`src/rtl/input_delay_pkg.sv`:
```
// input_delay_pkg -- shared definitions for the input_delay_reduce pipeline.
//   mode_e        : reduction op encoding carried down the pipeline
//   clog2_f       : ceil(log2(n)), the reduction tree depth
//   op_identity   : padding value that leaves the active op's result unchanged
//   level_count   : number of lanes at a given tree level
//   level_offset  : lane offset of a tree level inside the flattened level bus
package input_delay_pkg;

  typedef enum logic [1:0] {
    MODE_AND  = 2'b00,
    MODE_OR   = 2'b01,
    MODE_XOR  = 2'b10,
    MODE_PASS = 2'b11
  } mode_e;

  function automatic int clog2_f(input int n);
    int r;
    r = 0;
    while ((1 << r) < n) r++;
    return r;
  endfunction

  // All-ones for AND, zero for OR/XOR. PASS never looks at the right operand.
  function automatic logic [31:0] op_identity(input mode_e m);
    return (m == MODE_AND) ? 32'hFFFF_FFFF : 32'h0000_0000;
  endfunction

  // Each level halves the lane count, rounding up (odd lanes get a padded partner).
  function automatic int level_count(input int n, input int lvl);
    int c;
    c = n;
    for (int i = 0; i < lvl; i++) c = (c + 1) / 2;
    return c;
  endfunction

  function automatic int level_offset(input int n, input int lvl);
    int s;
    s = 0;
    for (int i = 0; i < lvl; i++) s += level_count(n, i);
    return s;
  endfunction

endpackage

```
`src/rtl/reduce_stage.sv`:
```
// reduce_stage -- one registered level of the reduction tree.
// Combines lanes (2k, 2k+1) with the op carried alongside the sample; an odd
// last lane is paired with the op identity. Data and mode load only on a valid
// sample so the final stage holds its result while idle.
// Ports:
//   clk1, rst_n   clock, asynchronous active-low reset
//   in_data       N_IN lanes of DATA_W bits, lane k at [k*DATA_W +: DATA_W]
//   in_mode       reduction op (mode_e encoding) of the sample
//   in_valid      sample valid
//   out_data      ceil(N_IN/2) registered lanes
//   out_mode      registered op travelling with the sample
//   out_valid     registered valid
module reduce_stage
  import input_delay_pkg::*;
#(
  parameter int N_IN   = 2,
  parameter int DATA_W = 8
) (
  input  logic                            clk1,
  input  logic                            rst_n,
  input  logic [N_IN*DATA_W-1:0]          in_data,
  input  logic [1:0]                      in_mode,
  input  logic                            in_valid,
  output logic [((N_IN+1)/2)*DATA_W-1:0]  out_data,
  output logic [1:0]                      out_mode,
  output logic                            out_valid
);

  localparam int N_OUT = (N_IN + 1) / 2;

  mode_e op;
  assign op = mode_e'(in_mode);

  function automatic logic [DATA_W-1:0] combine(input mode_e m,
                                                input logic [DATA_W-1:0] a,
                                                input logic [DATA_W-1:0] b);
    case (m)
      MODE_AND: combine = a & b;
      MODE_OR:  combine = a | b;
      MODE_XOR: combine = a ^ b;
      default:  combine = a;  // lane 0 is always the leftmost operand
    endcase
  endfunction

  logic [N_OUT*DATA_W-1:0] pair_result;

  for (genvar gi = 0; gi < N_OUT; gi++) begin : g_pair
    logic [DATA_W-1:0] right;
    if (2 * gi + 1 < N_IN) begin : g_full
      assign right = in_data[(2*gi+1)*DATA_W +: DATA_W];
    end else begin : g_pad
      assign right = DATA_W'(op_identity(op));
    end
    assign pair_result[gi*DATA_W +: DATA_W] =
      combine(op, in_data[2*gi*DATA_W +: DATA_W], right);
  end

  always_ff @(posedge clk1 or negedge rst_n) begin
    if (!rst_n) begin
      out_data  <= '0;
      out_mode  <= 2'b00;
      out_valid <= 1'b0;
    end else begin
      out_valid <= in_valid;
      if (in_valid) begin
        out_data <= pair_result;
        out_mode <= in_mode;
      end
    end
  end

endmodule

```
`src/rtl/input_delay_reduce.sv`:
```
// input_delay_reduce -- captures NUM_CH input channels in a bare register
// stage, then reduces them (AND / OR / XOR / pass channel 0) through a
// pipelined binary tree, one register per level. Latency 1 + ceil(log2(NUM_CH)).
// Optional feature macro: INPUT_DELAY_REFPIN_EN adds the ref_q toggle flop.
// Ports:
//   clk1       single clock, rising edge
//   rst_n      asynchronous active-low reset
//   in_valid   sample valid
//   mode       00 AND, 01 OR, 10 XOR, 11 pass channel 0
//   in_data    NUM_CH channels, channel k at [k*DATA_W +: DATA_W]
//   ref_q      (INPUT_DELAY_REFPIN_EN only) toggles every clk1 edge
//   out_data   reduced result, held while out_valid is low
//   out_valid  result valid
//   out_count  saturating count of delivered results
module input_delay_reduce
  import input_delay_pkg::*;
#(
  parameter int NUM_CH = 4,
  parameter int DATA_W = 8
) (
  input  logic                     clk1,
  input  logic                     rst_n,
  input  logic                     in_valid,
  input  logic [1:0]               mode,
  input  logic [NUM_CH*DATA_W-1:0] in_data,
`ifdef INPUT_DELAY_REFPIN_EN
  output logic                     ref_q,
`endif
  output logic [DATA_W-1:0]        out_data,
  output logic                     out_valid,
  output logic [15:0]              out_count
);

  localparam int DEPTH    = clog2_f(NUM_CH);
  localparam int TOTAL_CH = level_offset(NUM_CH, DEPTH + 1);
  localparam int LAST_OFF = level_offset(NUM_CH, DEPTH);

  // Capture stage: inputs go straight into flops so the input-delay budget
  // sees only a flop setup time.
  logic [NUM_CH*DATA_W-1:0] cap_data_reg;
  logic [1:0]               cap_mode_reg;
  logic                     cap_valid_reg;

  always_ff @(posedge clk1 or negedge rst_n) begin
    if (!rst_n) begin
      cap_data_reg  <= '0;
      cap_mode_reg  <= 2'b00;
      cap_valid_reg <= 1'b0;
    end else begin
      cap_data_reg  <= in_data;
      cap_mode_reg  <= mode;
      cap_valid_reg <= in_valid;
    end
  end

  // All tree levels share one flattened bus; level l starts at lane
  // level_offset(NUM_CH, l) and is level_count(NUM_CH, l) lanes wide.
  wire [TOTAL_CH*DATA_W-1:0] lvl_data;
  wire [DEPTH:0][1:0]        lvl_mode;
  wire [DEPTH:0]             lvl_valid;

  assign lvl_data[NUM_CH*DATA_W-1:0] = cap_data_reg;
  assign lvl_mode[0]                 = cap_mode_reg;
  assign lvl_valid[0]                = cap_valid_reg;

  for (genvar gi = 0; gi < DEPTH; gi++) begin : g_level
    localparam int N_IN    = level_count(NUM_CH, gi);
    localparam int IN_OFF  = level_offset(NUM_CH, gi);
    localparam int OUT_OFF = level_offset(NUM_CH, gi + 1);

    reduce_stage #(
      .N_IN   (N_IN),
      .DATA_W (DATA_W)
    ) u_stage (
      .clk1      (clk1),
      .rst_n     (rst_n),
      .in_data   (lvl_data[IN_OFF*DATA_W +: N_IN*DATA_W]),
      .in_mode   (lvl_mode[gi]),
      .in_valid  (lvl_valid[gi]),
      .out_data  (lvl_data[OUT_OFF*DATA_W +: ((N_IN+1)/2)*DATA_W]),
      .out_mode  (lvl_mode[gi+1]),
      .out_valid (lvl_valid[gi+1])
    );
  end

  assign out_data  = lvl_data[LAST_OFF*DATA_W +: DATA_W];
  assign out_valid = lvl_valid[DEPTH];

  // The mode leaving the last level has no consumer.
  wire [1:0] unused_final_mode;
  assign unused_final_mode = lvl_mode[DEPTH];

  always_ff @(posedge clk1 or negedge rst_n) begin
    if (!rst_n) begin
      out_count <= 16'h0000;
    end else if (out_valid && (out_count != 16'hFFFF)) begin
      out_count <= out_count + 16'd1;
    end
  end

`ifdef INPUT_DELAY_REFPIN_EN
  // Free-running toggle used as a timing reference point.
  always_ff @(posedge clk1 or negedge rst_n) begin
    if (!rst_n) begin
      ref_q <= 1'b0;
    end else begin
      ref_q <= ~ref_q;
    end
  end
`endif

endmodule

```
`config.mk`:
```
export PLATFORM = sky130hd
export DESIGN_NAME = input_delay_reduce
export DESIGN_NICKNAME = d
export VERILOG_FILES = /design/src/rtl/input_delay_pkg.sv /design/src/rtl/reduce_stage.sv /design/src/rtl/input_delay_reduce.sv
export SDC_FILE = /design/constraint.sdc
export NUM_CORES = 1
export LEC_CHECK = 0
export BUFFER_PORTS_ARGS = -buffer_cell sky130_fd_sc_hd__buf_2
export CAP_MARGIN = 20
export CORE_MARGIN = 3
export CORE_UTILIZATION = 25
export CTS_CLUSTER_DIAMETER = 120
export DETAILED_ROUTE_END_ITERATION = 10
export GPL_TIMING_DRIVEN = 0
export MAX_ROUTING_LAYER = met4
export PLACE_DENSITY = 0.46
export SYNTH_ARGS = -nofsm -noshare
export SYNTH_HDL_FRONTEND = slang
export SYNTH_SLANG_ARGS = --single-unit
```
`constraint.sdc`:
```
create_clock -name clk1 -period 2.2 [get_ports clk1]
set_input_delay 0.44 -clock clk1 [delete_from_list [all_inputs] [get_ports clk1]]
set_output_delay 0.44 -clock clk1 [all_outputs]
set_load 0.02 [all_outputs]
```
### Word-level counts from Yosys, hierarchy flattened

Cells that the tools add are included.

* bits in registers: 79
* input port bits: 37
* output and inout bits: 25

* bitwise logic cells: 9
* eq/ne operators: 5
* add/subtract/negate cells: 1
* muxes and demuxes: 3
* reduce and logical (&&, ||, !) cells: 3

Operator list (count)
* one-hot mux 8 bit (3 select lines): 3
* bitwise AND 8 bit: 3
* OR 8 bit: 3
* bitwise XOR 8 bit: 3
* adder 16 x 1 -> 16 bit (second input constant): 1
* inequality test 16 bit (second input constant): 1
* == test 2 x 1 -> 1 bit (second input constant): 2
* == test 2 bit (second input constant): 2
* zero test 2 bit: 2
* logical AND 1 bit: 1

### Logic depth before layout (Yosys ltp)

Gate-level depths: netlist of run 1.

* depth after elaboration: 2
* mapped depth: 6

### By module

A second synthesis of run 1 with hierarchy kept.

* cells, all modules: 384
* area total of the unflattened synthesis: 4460.5 µm²

Modules (own cells, without submodules)
* reduce_stage at g_level[0].u_stage: cells an instance 181, area each 1864.3 µm², instances 1
* input_delay_reduce: cells an instance 109, area each 1679.1 µm², instances 1
* reduce_stage at g_level[1].u_stage: cells an instance 94, area each 917.1 µm², instances 1

### Least setup slack after synthesis of run 1

OpenSTA, ideal clock, no wires.

* path kind: register to register
* start point: reg out_count[0]
* end point: reg out_count[1]
* library setup time: 0.128 ns
* slack: 0.236 ns
* data arrival time: 1.837 ns
* cell stages (with the launch flop): 7
* path through: dfrtp_1 -> ha_1 -> nand4_1 -> or4_4 -> buf_6 -> nand2_2 -> mux2_1

* longest elaborated chain between the ends: 2
* elaborated cells on any way between the ends: 3
* classes of those cells: 1 x add/sub; 1 x eq/ne; 1 x reduce/logical

RTL lines
* start: declaration: RTL line input_delay_reduce.sv:31 `output logic [15:0] out_count`
* start signal: assignment: RTL line input_delay_reduce.sv:97 `out_count <= out_count + 16'd1;`
* branches (longest 2 deep; another with adder 16 x 1 -> 16 bit)

Parallel ways; which one is timed is not known.
A chain may end at the register's enable or synchronous reset.

### Worst setup path after layout of run 1

Ends and elaborated chain as after synthesis.

==> metrics.yaml, run 1 <==
status: "completed"
antenna_found_initial: 0
synth_top_area_share_pct: 47.9
viasPerCell: 4.15
rows: 46
grt_pass1_wl_um: 14000
drv_slew: 0
start_util_pct: 25.8
fin_cells: 629
fp.dieW_um: 135
cts_sinks: 79
clockBufferDepth: 2
dp_slack_ns: 0.240
crit_path_max_incr_delay_ns: 0.53
synthTopCellsByArea: "dfrtp_1 (48%), ha_1 (15%), mux4_2 (13%)"
period_minus_slack_ns: 1.97
power_frac_seq_pct: 45.2
pwr-share-comb_pct: 20.7
cp_max_fo: 10
cts_tree: "yes"
grt.met3_usage_pct: 2.01
grtUsageTotal_pct: 10.3
insertion_delay_ns: 0.34
holdBufCountCts: 0
fin_nets: 496
netlist_area_um2: 4130
drc: 0
skew_ns: 0.00654
ios: 62
setup_tns_ns: 0
vias: 2608
post_cts_resized: 0
grt_max_degree: 44
cp_slowest_cell: "or4_4"
syn_nets: 423
r2r_setup_slack_ns: 0.23
worst_pin_slew_ns: 0.610
endpoint_kind: "register"
synth_cell_types: 28
synth_warnings: 0
yosysTopAreaCell: "dfrtp_1"
dieArea_um2: 18100
path_clk_slew_ns: 0.06
ir_drop_mv: 0.310
netlist_instances: 337
synth-seq-cells: 79
grt_util_met2_pct: 16.2
diodes: 0
setup_violations: 0
hold_violations: 0
leakagePower_nw: 2.51
post_cts_buffers: 0
rsz0062_at_grt: "false"
htree_levels: 3
core_um2: 16000
ys_seq_area_share_pct: 47.9
drt-pass1-iter-count: 4
drt-initial-drc-count: 109
cap_violations: 0
p_per_area_nw_per_um2: 798
arrival_ns: 2.19
p_sw_share_pct: 29.8
path_class: "reg -> reg"
grt_pass1_vias: 2758
clockRootBuffer: "clkbuf_16"
gr-usage-met1_pct: 12.8
post-dp-hpwl_um: 6050
p_switching_mw: 1.19
place_congestion: 0.754
place_inst: 615
portBuffers: 61
path_cells: "ha_1 > nand4_1 > or4_4 > buf_6 > nand2_2 > mux2_1"
gr-total-overflow: 0
die_h_um: 135
max_clock_freq_mhz: 508
cts_buffers: 9
syn_avg_cell_area_um2: 12.3
hold_class: "in -> async"
pwr-share-clk_pct: 34.1
largest_reg_flops: 32
fill_cells: 1693
p_int_mw: 2.80
wl_per_cell_um: 13.1
ant_nets: 0
period_share_pct: 89.5
cp-start-kind: "register"
worstPathRequired_ns: 2.42
drive_gt1_share_pct: 30.3
worst_slack_ns: 0.232
relSlewSlack_pct: 59.3
busiest_layer: "met2"
wl_um: 8270
areaGrowthSynthToFinish_pct: 21.0
[cell usage after synthesis (all sizes together)]
library cell and count:
nor4b 1, and3 4, xor2 3, nand3 8
clkbuf 5, nor3b 2, mux4 24, ha 49
nand2 21, nand2b 2, o21ai 17, buf 8
xnor2 8, or3 1, nand4 8, or4 1
nor4 1, dfrtp 79, nor2 2, a21oi 5
inv 75, mux2 13
[metal layers]
metal | routed length [µm] | up-vias
met5 | 0 | -
met4 | 156 | 0
met3 | 203 | 11
met2 | 4130 | 36
met1 | 3790 | 1306
li1 | - | 1255
[through the flow]
| step | utilization (%) | cell area (µm²) | hold slack [ns] | power, mW |
|---|---|---|---|---|
| after floorplan | - | 4130 | 0.144 | 2.34 |
| after global placement | 29.4 | 4700 | 0.362 | 2.63 |
| after detailed placement | 29.6 | 4730 | 0.360 | 2.68 |
| after CTS | 31.2 | 5000 | 0.0805 | 4.07 |
| after global routing | 31.2 | 5000 | 0.104 | 4.24 |
| final | 31.2 | 5000 | 0.0619 | 3.99 |
[kinds of logic (layout without fill, tap and decap cells)]
family	Yosys count	in the layout	share of synthesized area [%]
buffers and inverters	88	164	8.36
DFF	79	79	47.9
and+or+nand+nor	51	51	7.27
adders and majority gates	49	49	14.8
muxes	37	37	16.6
AOI/OAI and AO/OA	22	22	2.67
xor gates and xnor gates	11	11	2.33
[power by group through the flow]
stage	Clock [mW]	Sequential, mW	Combinational [mW]
final	1.36	1.80	0.826
after global placement	0	1.83	0.808
after CTS	1.42	1.81	0.849
after detailed placement	0	1.83	0.842
after global routing	1.47	1.83	0.929
after floorplan	0	1.92	0.422
[final cells by class]
class / count / area, µm² / share of cell area (%)
Multi-Input combinational cell: 170 / 1810 / 36.2
Timing Repair Buffer: 62 / 335 / 6.71
Inverter: 75 / 282 / 5.63
Tap cell: 216 / 270 / 5.41
Clock buffer: 10 / 239 / 4.78
Clock inverter: 4 / 23.8 / 0.476
Buffer: 13 / 63.8 / 1.28
Sequential cell: 79 / 1980 / 39.6
[worst max-delay path: cells and delay by family (launching register included)]
| family | cells | cell delay [ns] |
|---|---|---|
| AND/OR/NAND/NOR | 3 | 0.71 |
| buffers and inverters | 1 | 0.16 |
| adder cells (fa/ha/maj) | 1 | 0.23 |
| flip-flops | 1 | 0.44 |
| multiplexers | 1 | 0.32 |
[path summary, 6_finish.rpt]
| path | startpoint | end | depth (start not counted) |
|---|---|---|---|
| min in group clk1 | in_data[0] | cap_data_reg[0] | 1 |
| worst max register to register | out_count[0] | out_count[1] | 6 |
| max in group asynchronous | rst_n | cap_data_reg[10] | 2 |
| worst max-delay path | out_count[0] | out_count[1] | 6 |
| worst min register to register | g_level[0].u_stage.out_valid | g_level[1].u_stage.out_valid | 0 |
| worst min-delay path | rst_n | out_count[7] | 1 |
[cell usage in the layout (no fill, tap or decap), types with 9 or more instances in the layout]
master     instances
nand2_1           20
inv_1             74
buf_2             66
dfrtp_1           79
mux2_2            10
ha_1              49
clkbuf_16          9
o21ai_0           11
mux4_2            24
Note: power is estimated with default switching activity, not from simulation.
==> run 2, diff against run 1 <==
--- a/config.mk
+++ b/config.mk
@@ -9,7 +9,6 @@
 export CAP_MARGIN = 20
 export CORE_MARGIN = 3
 export CORE_UTILIZATION = 25
-export CTS_CLUSTER_DIAMETER = 120
 export DETAILED_ROUTE_END_ITERATION = 10
 export GPL_TIMING_DRIVEN = 0
 export MAX_ROUTING_LAYER = met4
==> constraint.sdc (replaced) <==
create_clock -name clk1 -period 1.9 [get_ports clk1]
set_input_delay 0.38 -clock clk1 [delete_from_list [all_inputs] [get_ports clk1]]
set_output_delay 0.38 -clock clk1 [all_outputs]
set_load 0.02 [all_outputs]
==> metrics.yaml, run 2 (synthesis gave the netlist of run 1 again) <==
hold_end: "cap_data_reg[8]"
r2r_setup_slack_ns: 0.08  # -0.15 ns
grt_pass1_vias: 2819  # +2.2%
cap_violations: 0  # unchanged
ant_nets: 0  # unchanged
wl_per_cell_um: 12.9  # -2.1%
drive_gt1_share_pct: 31.8  # +1.6 points
fp.dieW_um: 135  # unchanged
clockBufferDepth: 2  # unchanged
worst_pin_slew_ns: 0.576  # -0.0339 ns
drv_slew: 0  # unchanged
period_share_pct: 95.7  # +6.3 points
max_clock_freq_mhz: 550  # +8.2%
endpoint_kind: "register"
grt_pass1_wl_um: 13900  # -1.1%
rr_endpoint: "out_count[1]"
drt-pass1-iter-count: 4  # unchanged
rsz0062_at_grt: "false"
wl_um: 8160  # -1.4%
status: "completed"
grt_util_met2_pct: 15.9  # -0.28 points
clockRootBuffer: "clkbuf_16"
grt_max_degree: 52  # +18%
diodes: 0  # unchanged
die_h_um: 135  # unchanged
leakagePower_nw: 2.54  # +1.2%
grtUsageTotal_pct: 10.1  # -0.18 points
post-dp-hpwl_um: 6070  # +0.35%
setup_violations: 0  # unchanged
ios: 62  # unchanged
gr-total-overflow: 0  # unchanged
cts_buffers: 9  # unchanged
grt.met3_usage_pct: 2.46  # +0.45 points
mostFrequentLayoutCell: "dfrtp_1"
worstPathRequired_ns: 2.13  # -0.29 ns
largest_reg_flops: 32  # unchanged
final_cell_mix: "dfrtp_1 (75), inv_1 (74), buf_2 (65)"
gr-usage-met1_pct: 12.6  # -0.14 points
vias: 2596  # -0.46%
cts_sinks: 79  # unchanged
hold_violations: 0  # unchanged
fin_area_um2: 5100  # +2.1%
fin_nets: 499  # +0.60%
p_per_area_nw_per_um2: 979  # +23%
reg2reg_depth: 6  # unchanged
start_util_pct: 25.8  # unchanged
path_class: "reg -> reg"
holdPathStages: 1
htree_levels: 3  # unchanged
rows: 46  # unchanged
final_util_pct: 31.9  # +0.66 points
skew_ns: 0.00975  # +0.00321 ns
setup_tns_ns: 0  # unchanged
cp_max_fo: 10  # unchanged
insertion_delay_ns: 0.34  # about the same
holdCritStartpoint: "in_data[8]"
worst_hold_slack_ns: 0.140  # +0.0783 ns
place_congestion: 0.744  # -1.3%
arrival_ns: 2.05  # -0.14 ns
core_um2: 16000  # unchanged
portBuffers: 61  # unchanged
viasPerCell: 4.09  # -1.2%
period_minus_slack_ns: 1.82  # -0.149 ns
busiest_layer: "met2"
dieArea_um2: 18100  # unchanged
relSlewSlack_pct: 61.6  # +2.3 points
p_total_mw: 5.00  # +25%
cp-start-kind: "register"
drt-initial-drc-count: 73  # -33%
drc: 0  # unchanged
areaGrowthSynthToFinish_pct: 23.6
ir_drop_mv: 0.407  # +31%
placed_cell_area_um2: 4740  # about the same
antenna_found_initial: 0  # unchanged
cts_tree: "yes"
timing.rr.start: "out_count[0]"
path_clk_slew_ns: 0.07  # about the same
hold_class: "in -> reg"
-- run 2: cell types whose count changed in the layout (fill, tap and decap cells not counted), sizes merged --
cell,previous run,this run
buf,70,72
clkbuf,15,16
dlygate4sd3,0,1
clkinv,4,2
bufinv,0,2
clkinvlp,0,1
-- run 2: cell type report --
class,count,area (µm²)
Inverter,75,282
Sequential cell,79,1980
Clock buffer,11,243
Buffer,13,66.3
Timing Repair Buffer,65,360
Clock inverter,5,81.3
Multi-Input combinational cell,170,1820
Tap cell,216,270
Fill cell,1687,10900
-- run 2: worst max-delay path by stage --
| stage | cells past startpoint | to | from |
|---|---|---|---|
| 2_1_floorplan | 6 | out_count[1] | out_count[0] |
| 3_3_place_gp | 1 | out_count[1] | rst_n |
| 3_5_place_dp | 6 | out_count[1] | out_count[0] |
| 4_1_cts | 6 | out_count[1] | out_count[1] |
| 5_1_grt | 6 | out_count[1] | out_count[0] |
| 6_report | 6 | out_count[1] | out_count[0] |
-- run 2: critical path: stages, from the launching register on --
cell     delay, ns
dfrtp_2       0.38
ha_4          0.15
nand4_1       0.08
or4_4         0.53
buf_6         0.16
nand2_2       0.08
mux2_1        0.32
-- run 2: metal layers --
metal | part of all wire (%) | up-vias
li1 | - | 1259
met1 | 46 | 1286
met2 | 49 | 40
met3 | 3.1 | 11
met4 | 1.7 | 0
met5 | 0 | -
-- run 2: what timing repair did --
action	in CTS	in global routing
pin swaps	0	0
setup endpoints to repair	2	1
hold buffers	1	0
resized for setup	2	3
setup buffers	2	0
endpoints found under the hold margin	28	0
-- run 2: power by group --
| part | switching, mW | leakage (nW) | internal (mW) |
|---|---|---|---|
| logic | 0.539 | 1.44 | 0.485 |
| registers | 0.185 | 0.953 | 1.90 |
| clock network | 0.704 | 0.156 | 1.19 |
-- run 2: stage by stage --
step	setup WS, ns	std cells
after floorplan	0.0174	337
after global placement	-0.320	614
after detailed placement	-0.0327	615
after CTS	0.0397	634
after global routing	0.000112	634
final	0.0809	634
